[src/rtl/load_store_unit.sv]
// Memory-access stage: runs one valid/ready data-memory transaction at a time, aligns and extends
// load data, stalls upstream while busy. Optional macro LSU_MISALIGN_TRAP_EN traps misaligned accesses.
module load_store_unit #(
  parameter int unsigned MAX_WAIT = 255
) (
  input  logic        CLK,
  input  logic        RST,
  input  logic [4:0]  RD_ADDRESS_IN,
  input  logic [31:0] ALU_OUT_IN,
  input  logic [2:0]  DATA_CACHE_LOAD_IN,
  input  logic [1:0]  DATA_CACHE_STORE_IN,
  input  logic [31:0] DATA_CACHE_STORE_DATA_IN,
  input  logic        WRITE_BACK_MUX_SELECT_IN,
  input  logic        RD_WRITE_ENABLE_IN,
  output logic        STALL_OUT,
  output logic        MEM_REQ_VALID,
  input  logic        MEM_REQ_READY,
  output logic        MEM_WE,
  output logic [31:0] MEM_ADDR,
  output logic [3:0]  MEM_WSTRB,
  output logic [31:0] MEM_WDATA,
  input  logic        MEM_RESP_VALID,
  input  logic [31:0] MEM_RDATA,
  output logic [4:0]  RD_ADDRESS_OUT,
  output logic [31:0] WB_DATA_OUT,
  output logic        RD_WRITE_ENABLE_OUT,
  output logic        BUS_ERROR_OUT,
  output logic        MISALIGN_OUT
);

  typedef enum logic [1:0] {IDLE, REQ, RESP, DONE} state_e;

  localparam logic [7:0] WAIT_LIMIT = 8'(MAX_WAIT - 1);

  state_e      state_q, state_d;
  logic [7:0]  waitCnt_q, waitCnt_d;
  logic [4:0]  rd_q, rd_d;
  logic        rdWe_q, rdWe_d;
  logic        wbSel_q, wbSel_d;
  logic [2:0]  loadOp_q, loadOp_d;
  logic        isLoad_q, isLoad_d;
  logic [31:0] addr_q, addr_d;
  logic        memWe_q, memWe_d;
  logic [31:0] memAddr_q, memAddr_d;
  logic [3:0]  memStrb_q, memStrb_d;
  logic [31:0] memWdata_q, memWdata_d;
  logic [31:0] result_q, result_d;
  logic        busErr_q, busErr_d;
  logic [4:0]  wbRd_q, wbRd_d;
  logic [31:0] wbData_q, wbData_d;
  logic        wbWe_q, wbWe_d;
`ifdef LSU_MISALIGN_TRAP_EN
  logic        misalign_q, misalign_d;
`endif

  logic        isLoadIn;
  logic        isMemOpIn;
  logic        trapIn;
  logic [3:0]  strbIn;
  logic [31:0] wdataIn;
  logic [7:0]  byteLane;
  logic [15:0] halfLane;
  logic [31:0] loadData;

  // Decode the op waiting at the input: load codes win over store codes.
  always_comb begin
    isLoadIn  = (DATA_CACHE_LOAD_IN >= 3'd1) && (DATA_CACHE_LOAD_IN <= 3'd5);
    isMemOpIn = isLoadIn || (DATA_CACHE_STORE_IN != 2'b00);
    strbIn    = 4'b0000;
    wdataIn   = 32'h0;
    if (!isLoadIn) begin
      case (DATA_CACHE_STORE_IN)
        2'b01: begin
          strbIn  = 4'b0001 << ALU_OUT_IN[1:0];
          wdataIn = {4{DATA_CACHE_STORE_DATA_IN[7:0]}};
        end
        2'b10: begin
          strbIn  = ALU_OUT_IN[1] ? 4'b1100 : 4'b0011;
          wdataIn = {2{DATA_CACHE_STORE_DATA_IN[15:0]}};
        end
        2'b11: begin
          strbIn  = 4'b1111;
          wdataIn = DATA_CACHE_STORE_DATA_IN;
        end
        default: ;
      endcase
    end
  end

`ifdef LSU_MISALIGN_TRAP_EN
  always_comb begin
    trapIn = 1'b0;
    if (isLoadIn) begin
      case (DATA_CACHE_LOAD_IN)
        3'd2, 3'd5: trapIn = ALU_OUT_IN[0];
        3'd3:       trapIn = |ALU_OUT_IN[1:0];
        default:    ;
      endcase
    end else begin
      case (DATA_CACHE_STORE_IN)
        2'b10:   trapIn = ALU_OUT_IN[0];
        2'b11:   trapIn = |ALU_OUT_IN[1:0];
        default: ;
      endcase
    end
  end
`else
  assign trapIn = 1'b0;
`endif

  // Half selection looks only at addr[1], which also realises the forced alignment.
  always_comb begin
    byteLane = MEM_RDATA[{addr_q[1:0], 3'b000} +: 8];
    halfLane = addr_q[1] ? MEM_RDATA[31:16] : MEM_RDATA[15:0];
    case (loadOp_q)
      3'd1:    loadData = {{24{byteLane[7]}}, byteLane};
      3'd2:    loadData = {{16{halfLane[15]}}, halfLane};
      3'd3:    loadData = MEM_RDATA;
      3'd4:    loadData = {24'h0, byteLane};
      3'd5:    loadData = {16'h0, halfLane};
      default: loadData = 32'h0;
    endcase
  end

  always_comb begin
    state_d    = state_q;
    waitCnt_d  = waitCnt_q;
    rd_d       = rd_q;
    rdWe_d     = rdWe_q;
    wbSel_d    = wbSel_q;
    loadOp_d   = loadOp_q;
    isLoad_d   = isLoad_q;
    addr_d     = addr_q;
    memWe_d    = memWe_q;
    memAddr_d  = memAddr_q;
    memStrb_d  = memStrb_q;
    memWdata_d = memWdata_q;
    result_d   = result_q;
    busErr_d   = busErr_q;
    wbRd_d     = wbRd_q;
    wbData_d   = wbData_q;
    wbWe_d     = wbWe_q;
`ifdef LSU_MISALIGN_TRAP_EN
    misalign_d = misalign_q;
`endif
    STALL_OUT  = 1'b0;

    case (state_q)
      IDLE: begin
        STALL_OUT = isMemOpIn;
        if (isMemOpIn) begin
          rd_d     = RD_ADDRESS_IN;
          rdWe_d   = RD_WRITE_ENABLE_IN;
          wbSel_d  = WRITE_BACK_MUX_SELECT_IN;
          loadOp_d = DATA_CACHE_LOAD_IN;
          isLoad_d = isLoadIn;
          addr_d   = ALU_OUT_IN;
          result_d = ALU_OUT_IN;
          wbWe_d   = 1'b0;
          if (trapIn) begin
`ifdef LSU_MISALIGN_TRAP_EN
            misalign_d = 1'b1;
`endif
            state_d = DONE;
          end else begin
            state_d    = REQ;
            waitCnt_d  = 8'd0;
            memWe_d    = !isLoadIn;
            memAddr_d  = {ALU_OUT_IN[31:2], 2'b00};
            memStrb_d  = strbIn;
            memWdata_d = wdataIn;
          end
        end else begin
          wbRd_d   = RD_ADDRESS_IN;
          wbData_d = ALU_OUT_IN;
          wbWe_d   = RD_WRITE_ENABLE_IN;
        end
      end
      REQ: begin
        STALL_OUT = 1'b1;
        waitCnt_d = waitCnt_q + 8'd1;
        if (MEM_REQ_READY) begin
          state_d = RESP;
        end else if (waitCnt_q >= WAIT_LIMIT) begin
          busErr_d = 1'b1;
          state_d  = DONE;
        end
      end
      RESP: begin
        STALL_OUT = 1'b1;
        waitCnt_d = waitCnt_q + 8'd1;
        if (MEM_RESP_VALID) begin
          result_d = (isLoad_q && wbSel_q) ? loadData : addr_q;
          state_d  = DONE;
        end else if (waitCnt_q >= WAIT_LIMIT) begin
          busErr_d = 1'b1;
          state_d  = DONE;
        end
      end
      DONE: begin
        wbRd_d   = rd_q;
        wbData_d = result_q;
        wbWe_d   = rdWe_q && isLoad_q && !busErr_q;
`ifdef LSU_MISALIGN_TRAP_EN
        if (misalign_q) wbWe_d = 1'b0;
        misalign_d = 1'b0;
`endif
        busErr_d = 1'b0;
        state_d  = IDLE;
      end
      default: state_d = IDLE;
    endcase
  end

  always_ff @(posedge CLK or posedge RST) begin
    if (RST) begin
      state_q    <= IDLE;
      waitCnt_q  <= 8'd0;
      rd_q       <= 5'd0;
      rdWe_q     <= 1'b0;
      wbSel_q    <= 1'b0;
      loadOp_q   <= 3'd0;
      isLoad_q   <= 1'b0;
      addr_q     <= 32'h0;
      memWe_q    <= 1'b0;
      memAddr_q  <= 32'h0;
      memStrb_q  <= 4'h0;
      memWdata_q <= 32'h0;
      result_q   <= 32'h0;
      busErr_q   <= 1'b0;
      wbRd_q     <= 5'd0;
      wbData_q   <= 32'h0;
      wbWe_q     <= 1'b0;
`ifdef LSU_MISALIGN_TRAP_EN
      misalign_q <= 1'b0;
`endif
    end else begin
      state_q    <= state_d;
      waitCnt_q  <= waitCnt_d;
      rd_q       <= rd_d;
      rdWe_q     <= rdWe_d;
      wbSel_q    <= wbSel_d;
      loadOp_q   <= loadOp_d;
      isLoad_q   <= isLoad_d;
      addr_q     <= addr_d;
      memWe_q    <= memWe_d;
      memAddr_q  <= memAddr_d;
      memStrb_q  <= memStrb_d;
      memWdata_q <= memWdata_d;
      result_q   <= result_d;
      busErr_q   <= busErr_d;
      wbRd_q     <= wbRd_d;
      wbData_q   <= wbData_d;
      wbWe_q     <= wbWe_d;
`ifdef LSU_MISALIGN_TRAP_EN
      misalign_q <= misalign_d;
`endif
    end
  end

  assign MEM_REQ_VALID       = (state_q == REQ);
  assign MEM_WE              = memWe_q;
  assign MEM_ADDR            = memAddr_q;
  assign MEM_WSTRB           = memStrb_q;
  assign MEM_WDATA           = memWdata_q;
  assign RD_ADDRESS_OUT      = wbRd_q;
  assign WB_DATA_OUT         = wbData_q;
  assign RD_WRITE_ENABLE_OUT = wbWe_q;
  assign BUS_ERROR_OUT       = busErr_q;
`ifdef LSU_MISALIGN_TRAP_EN
  assign MISALIGN_OUT        = misalign_q;
`else
  assign MISALIGN_OUT        = 1'b0;
`endif

endmodule

[config.mk]
export PLATFORM = sky130hd
export DESIGN_NAME = load_store_unit
export DESIGN_NICKNAME = d
export VERILOG_FILES = /design/src/rtl/load_store_unit.sv
export SDC_FILE = /design/constraint.sdc
export NUM_CORES = 1
export LEC_CHECK = 0
export BUFFER_PORTS_ARGS = -buffer_cell sky130_fd_sc_hd__buf_2
export CELL_PAD_IN_SITES_DETAIL_PLACEMENT = 1
export CELL_PAD_IN_SITES_GLOBAL_PLACEMENT = 2
export CORE_ASPECT_RATIO = 0.5
export CORE_MARGIN = 1.5
export CORE_UTILIZATION = 34
export CTS_BUF_LIST = sky130_fd_sc_hd__clkbuf_8
export CTS_CLUSTER_SIZE = 40
export DETAILED_ROUTE_END_ITERATION = 7
export PLACE_DENSITY_LB_ADDON = 0.1
export SYNTH_ARGS = -nofsm -noshare
export SYNTH_HDL_FRONTEND = slang
export SYNTH_SLANG_ARGS = --single-unit
[constraint.sdc]
create_clock -name CLK -period 8 [get_ports CLK]
set_input_delay 2 -clock CLK [delete_from_list [all_inputs] [get_ports CLK]]
set_output_delay 2 -clock CLK [all_outputs]
set_load 0.05 [all_outputs]
==> results.txt <==
The run finished with clean final reports. The upper clock frequency limit came out at 0.172 GHz. The number of storage elements in the synthesis netlist came out at 161.

The share of synthesized flip-flops with an asynchronous set or reset came out at 100%. The clock tree synthesis step divided the H-tree into 4 levels. The number of cells upsized or downsized after cts is 0.

The total overflow left after global routing is 0. The via count of the first global-routing pass is 7,562. The core region is 24,400 µm². The area growth from synthesis to layout is 17.4%. The number of CTS-inserted buffers is 17. The worst reg-to-reg setup slack is 4.94 ns. The share of the clock period used by the worst path after layout is 72.6%.

For this configuration, the core starts out at a cell density of 35.2%. The final layout contains routed wiring with a total length of 28.6 mm. Setup repair after global routing left no endpoint under its margin.

The floorplan has 40 rows. After detailed routing, the number of vias per cell comes to 5.31. Counting every instance in the synthesized netlist gives 856. From left edge to right edge, the die measures 228 µm. The critical path is of the in -> out type. TritonCTS built the clock tree. The switching power total is 2600 µW. The clock insertion delay at the later pin of the skew report is 0.49 ns. Per report_power, the clock group accounts for 13.3% of the total. The clock transition at the registers of the reported paths came out at 0.08 ns. Clock tree synthesis selected as its root buffer the cell clkbuf_8. STA puts the critical path data arrival time at 3.81 ns. The average cell area after synthesis came out at 10.0 µm². Detailed placement finished with a half-perimeter wire length of 19.1 mm. The floorplan step set the die height to 115 µm. The die footprint came out at 26,200 µm². Dividing the detail-routed wire length by the instance count gives 21.2 µm.

The critical path launch point type is a primary input. Counting along the longest clock path gives a buffer depth of 2. For the final database, setup skew stands at 0.0103 ns. Sequential cells account for 29.7% of the total power.

The maximum resistive drop on vdd is 0.193 mV. In this run the post-CTS setup repair buffer count came out at 0. The fraction of final layout cells sized beyond drive strength 1 is 31.9%. The tool flagged a number of max-cap violations equal to 0. The maximum number of pins on one net before global-route repair is 99. The internal cell power came out at 2330 µW.

The worst hold slack is 0.481 ns. The max-slew violation count is 0. The count of unique library cells instantiated by Yosys is 56. For this run, the leading register cell type out of synthesis is dfrtp_1.

The cell area after technology mapping is 8570 µm². The number of cells on the worst reg-to-reg path is 8. The worst register-to-register path begins at state_q[0].

The count of flip-flops with a built-in enable after synthesis is 0. The number of filler instances in the final layout is 2,855. The fraction of power spent switching nets came out at 52.8%. The combinational power share is 57.0%. The minimum clock period came out at 5.81 ns.

In this run the worst path has a maximum fanout of 38. For hold timing, the worst endpoint is result_q[26]. The final-layout setup total negative slack came out at 0 ns. At the pin with the least slew margin, the transition time is 1.16 ns. The clock net sink count came out at 161. At the end of routability-driven placement, the weighted congestion stood at 0.821. In this run, the number of DRC markers left after iteration 0 of detailed routing was 412. In this run the most critical hold path is launched from result_q[26].

The hold violation total from the final report is 0. In the routed design, unresolved DRC markers number 0. Once detail routing completed, the nets flagged for antenna violations numbered 0. The global-route wire length before repair is 43.9 mm. The count of cells along the worst hold path came out at 2.

The share of synthesized area occupied by flip-flops and latches came out at 47.0%. The net total in the final layout came out at 1,121. The worst setup path is captured at an output port. The detailed-routing iteration count for the pre-antenna-repair pass is 5. The all-layer global routing usage came out at 22.4%. The required time reported for the critical path endpoint is 6.00 ns. The worst hold path belongs to the class reg -> reg. For this block, the via count after detailed routing is 7,160. The analysis attributes to cell leakage a power of 0.00457 µW.

The worst register-to-register path ends at result_q[4]. The count of synthesis-stage warnings from yosys is 0. The count of input and output buffers is 219. After clock tree synthesis, the flow added hold-fix buffers numbering 0. The number of setup violations in the final report is 0.

In this run the power density over the cells is 490 nW/µm². The relative max-transition margin came out at 22.7%. The number of antenna violations at the first check in global routing is 3. 223 I/O pins were placed.
per-stage QoR:
step | instances | setup slack (ns) | util (%) | instance area, µm² | total power [µW]
after global routing | 1348 | 2.05 | 41.3 | 10100 | 5270
final | 1349 | 2.19 | 41.3 | 10100 | 4930
after floorplan | 858 | 1.65 | - | 8580 | 3650
after CTS | 1348 | 2.21 | 41.3 | 10100 | 4990
after global placement | 1318 | 2.25 | 39.6 | 9650 | 4260
after detailed placement | 1318 | 2.21 | 39.6 | 9650 | 4320
placed cells by master (no fill, tap or decap), types with 2 or more instances in the layout:
| cell type | synthesis | routed |
|---|---|---|
| dfrtp_1 | 161 | 161 |
| o21ai_0 | 48 | 48 |
| ha_2 | 0 | 2 |
| a221oi_2 | 10 | 10 |
| a221o_1 | 9 | 9 |
| nor2b_1 | 10 | 10 |
| and3_1 | 4 | 4 |
| o221ai_1 | 7 | 7 |
| a211oi_1 | 3 | 3 |
| nor3_1 | 3 | 3 |
| inv_1 | 13 | 17 |
| nor2_1 | 72 | 72 |
| a21boi_0 | 2 | 2 |
| nand3b_1 | 2 | 2 |
| conb_1 | 1 | 3 |
| a21o_1 | 2 | 2 |
| o21bai_1 | 2 | 2 |
| buf_2 | 4 | 219 |
| a311oi_1 | 8 | 8 |
| a21oi_1 | 95 | 94 |
| nand4_1 | 4 | 4 |
| o2111a_1 | 2 | 2 |
| a22o_1 | 20 | 20 |
| o21ai_1 | 5 | 5 |
| xor2_1 | 3 | 3 |
| ha_1 | 8 | 6 |
| bufinv_16 | 0 | 4 |
| a22oi_1 | 16 | 16 |
| o41ai_1 | 16 | 16 |
| nor3b_1 | 3 | 3 |
| mux2_2 | 48 | 48 |
| clkinv_2 | 0 | 2 |
| mux2i_1 | 61 | 61 |
| a221oi_1 | 6 | 6 |
| nand2b_1 | 2 | 2 |
| buf_4 | 33 | 10 |
| nand2_1 | 78 | 76 |
| o211ai_1 | 9 | 9 |
| clkbuf_8 | 0 | 19 |
per-layer routing:
metal | up-vias | global-route usage [%] | share of wire [%]
li1 | 3367 | - | -
met1 | 3594 | 31.1 | 48
met4 | 4 | 7.24 | 1.4
met2 | 163 | 35.1 | 46
met5 | - | 0 | 0.063
met3 | 32 | 4.55 | 4.6
sequential cells by signal (all words and copies together) (netlist names):
| register | cells |
|---|---|
| MEM_WDATA | 32 |
| WB_DATA_OUT | 32 |
| addr_q | 32 |
| result_q | 32 |
| waitCnt_q | 8 |
| RD_ADDRESS_OUT | 5 |
| rd_q | 5 |
| MEM_WSTRB | 4 |
| loadOp_q | 3 |
| state_q | 2 |
| BUS_ERROR_OUT | 1 |
| MEM_WE | 1 |
| RD_WRITE_ENABLE_OUT | 1 |
| isLoad_q | 1 |
| rdWe_q | 1 |
| wbSel_q | 1 |
worst max-delay path, stage by stage:
cell	delay [ns]
buf_2	0.61
nor2_1	0.24
o21ai_0	0.37
a21oi_4	0.11
nor2_1	0.12
buf_2	0.34
power groups by stage:
stage,Clock [µW],Combinational [µW],Sequential (µW)
floorplan,0,1720,1930
global placement,0,2790,1470
detailed placement,0,2840,1480
CTS,683,2840,1470
global route,716,3040,1520
finish,657,2810,1460
kinds of logic (layout without fill, tap and decap cells):
logic type               count (synthesis)  count (layout)  synth area share, %
adder cells (fa/ha/maj)                  8               8                 1.17
other                                    1               4               0.0438
AND/OR/NAND/NOR                        189             189                 9.61
buffers and inverters                  118             272                 7.02
XOR/XNOR                                 3               3                0.307
flip-flops                             161             161                 47.0
multiplexers                           110             110                 13.7
AO/OA/AOI/OAI                          266             266                 21.1
worst max-delay path by stage:
stage                            from       endpoint  slack [ns]  cells after the start
2_1_floorplan                     RST  BUS_ERROR_OUT        1.65                      1
3_3_place_gp   DATA_CACHE_STORE_IN[1]      STALL_OUT        2.25                      6
3_5_place_dp   DATA_CACHE_STORE_IN[1]      STALL_OUT        2.21                      6
4_1_cts        DATA_CACHE_STORE_IN[1]      STALL_OUT        2.21                      6
5_1_grt        DATA_CACHE_STORE_IN[1]      STALL_OUT        2.05                      6
6_report       DATA_CACHE_STORE_IN[1]      STALL_OUT        2.19                      6
cell usage after synthesis, drive strengths merged, types with 2 or more instances:
cell	number	area, µm²
a21oi	95	475
nor2b	10	62.6
or2	2	12.5
a22oi	16	120
a221oi	16	203
nand4	4	25.0
a22o	20	175
xor2	3	26.3
a211oi	4	35.0
nand2b	2	12.5
nor3	3	15.0
o211ai	9	67.6
o221ai	7	61.3
a221o	9	90.1
o2111a	2	22.5
dfrtp	161	4030
nand3b	2	15.0
o21bai	2	15.0
inv	13	48.8
and3	4	25.0
a21o	2	15.0
ha	8	100
clkbuf	53	199
mux2	48	541
a21boi	3	22.5
and2	2	12.5
nor3b	3	22.5
mux2i	61	611
nand2	78	293
nor2	72	270
buf	52	354
o41ai	16	140
a311oi	8	70.1
o21ai	53	265
layout make-up:
cell class                      count  area, µm²  area share (%)
Sequential cell                   161       4030            40.0
Clock buffer                       19        262            2.60
Tap cell                          336        420            4.18
Inverter                           13       53.8           0.535
Antenna cell                        1       2.50          0.0249
Multi-Input combinational cell    579       3970            39.5
Timing Repair Buffer              229       1170            11.6
Clock inverter                     11        149            1.48
No activity file was read; power rests on OpenSTA's default activity.
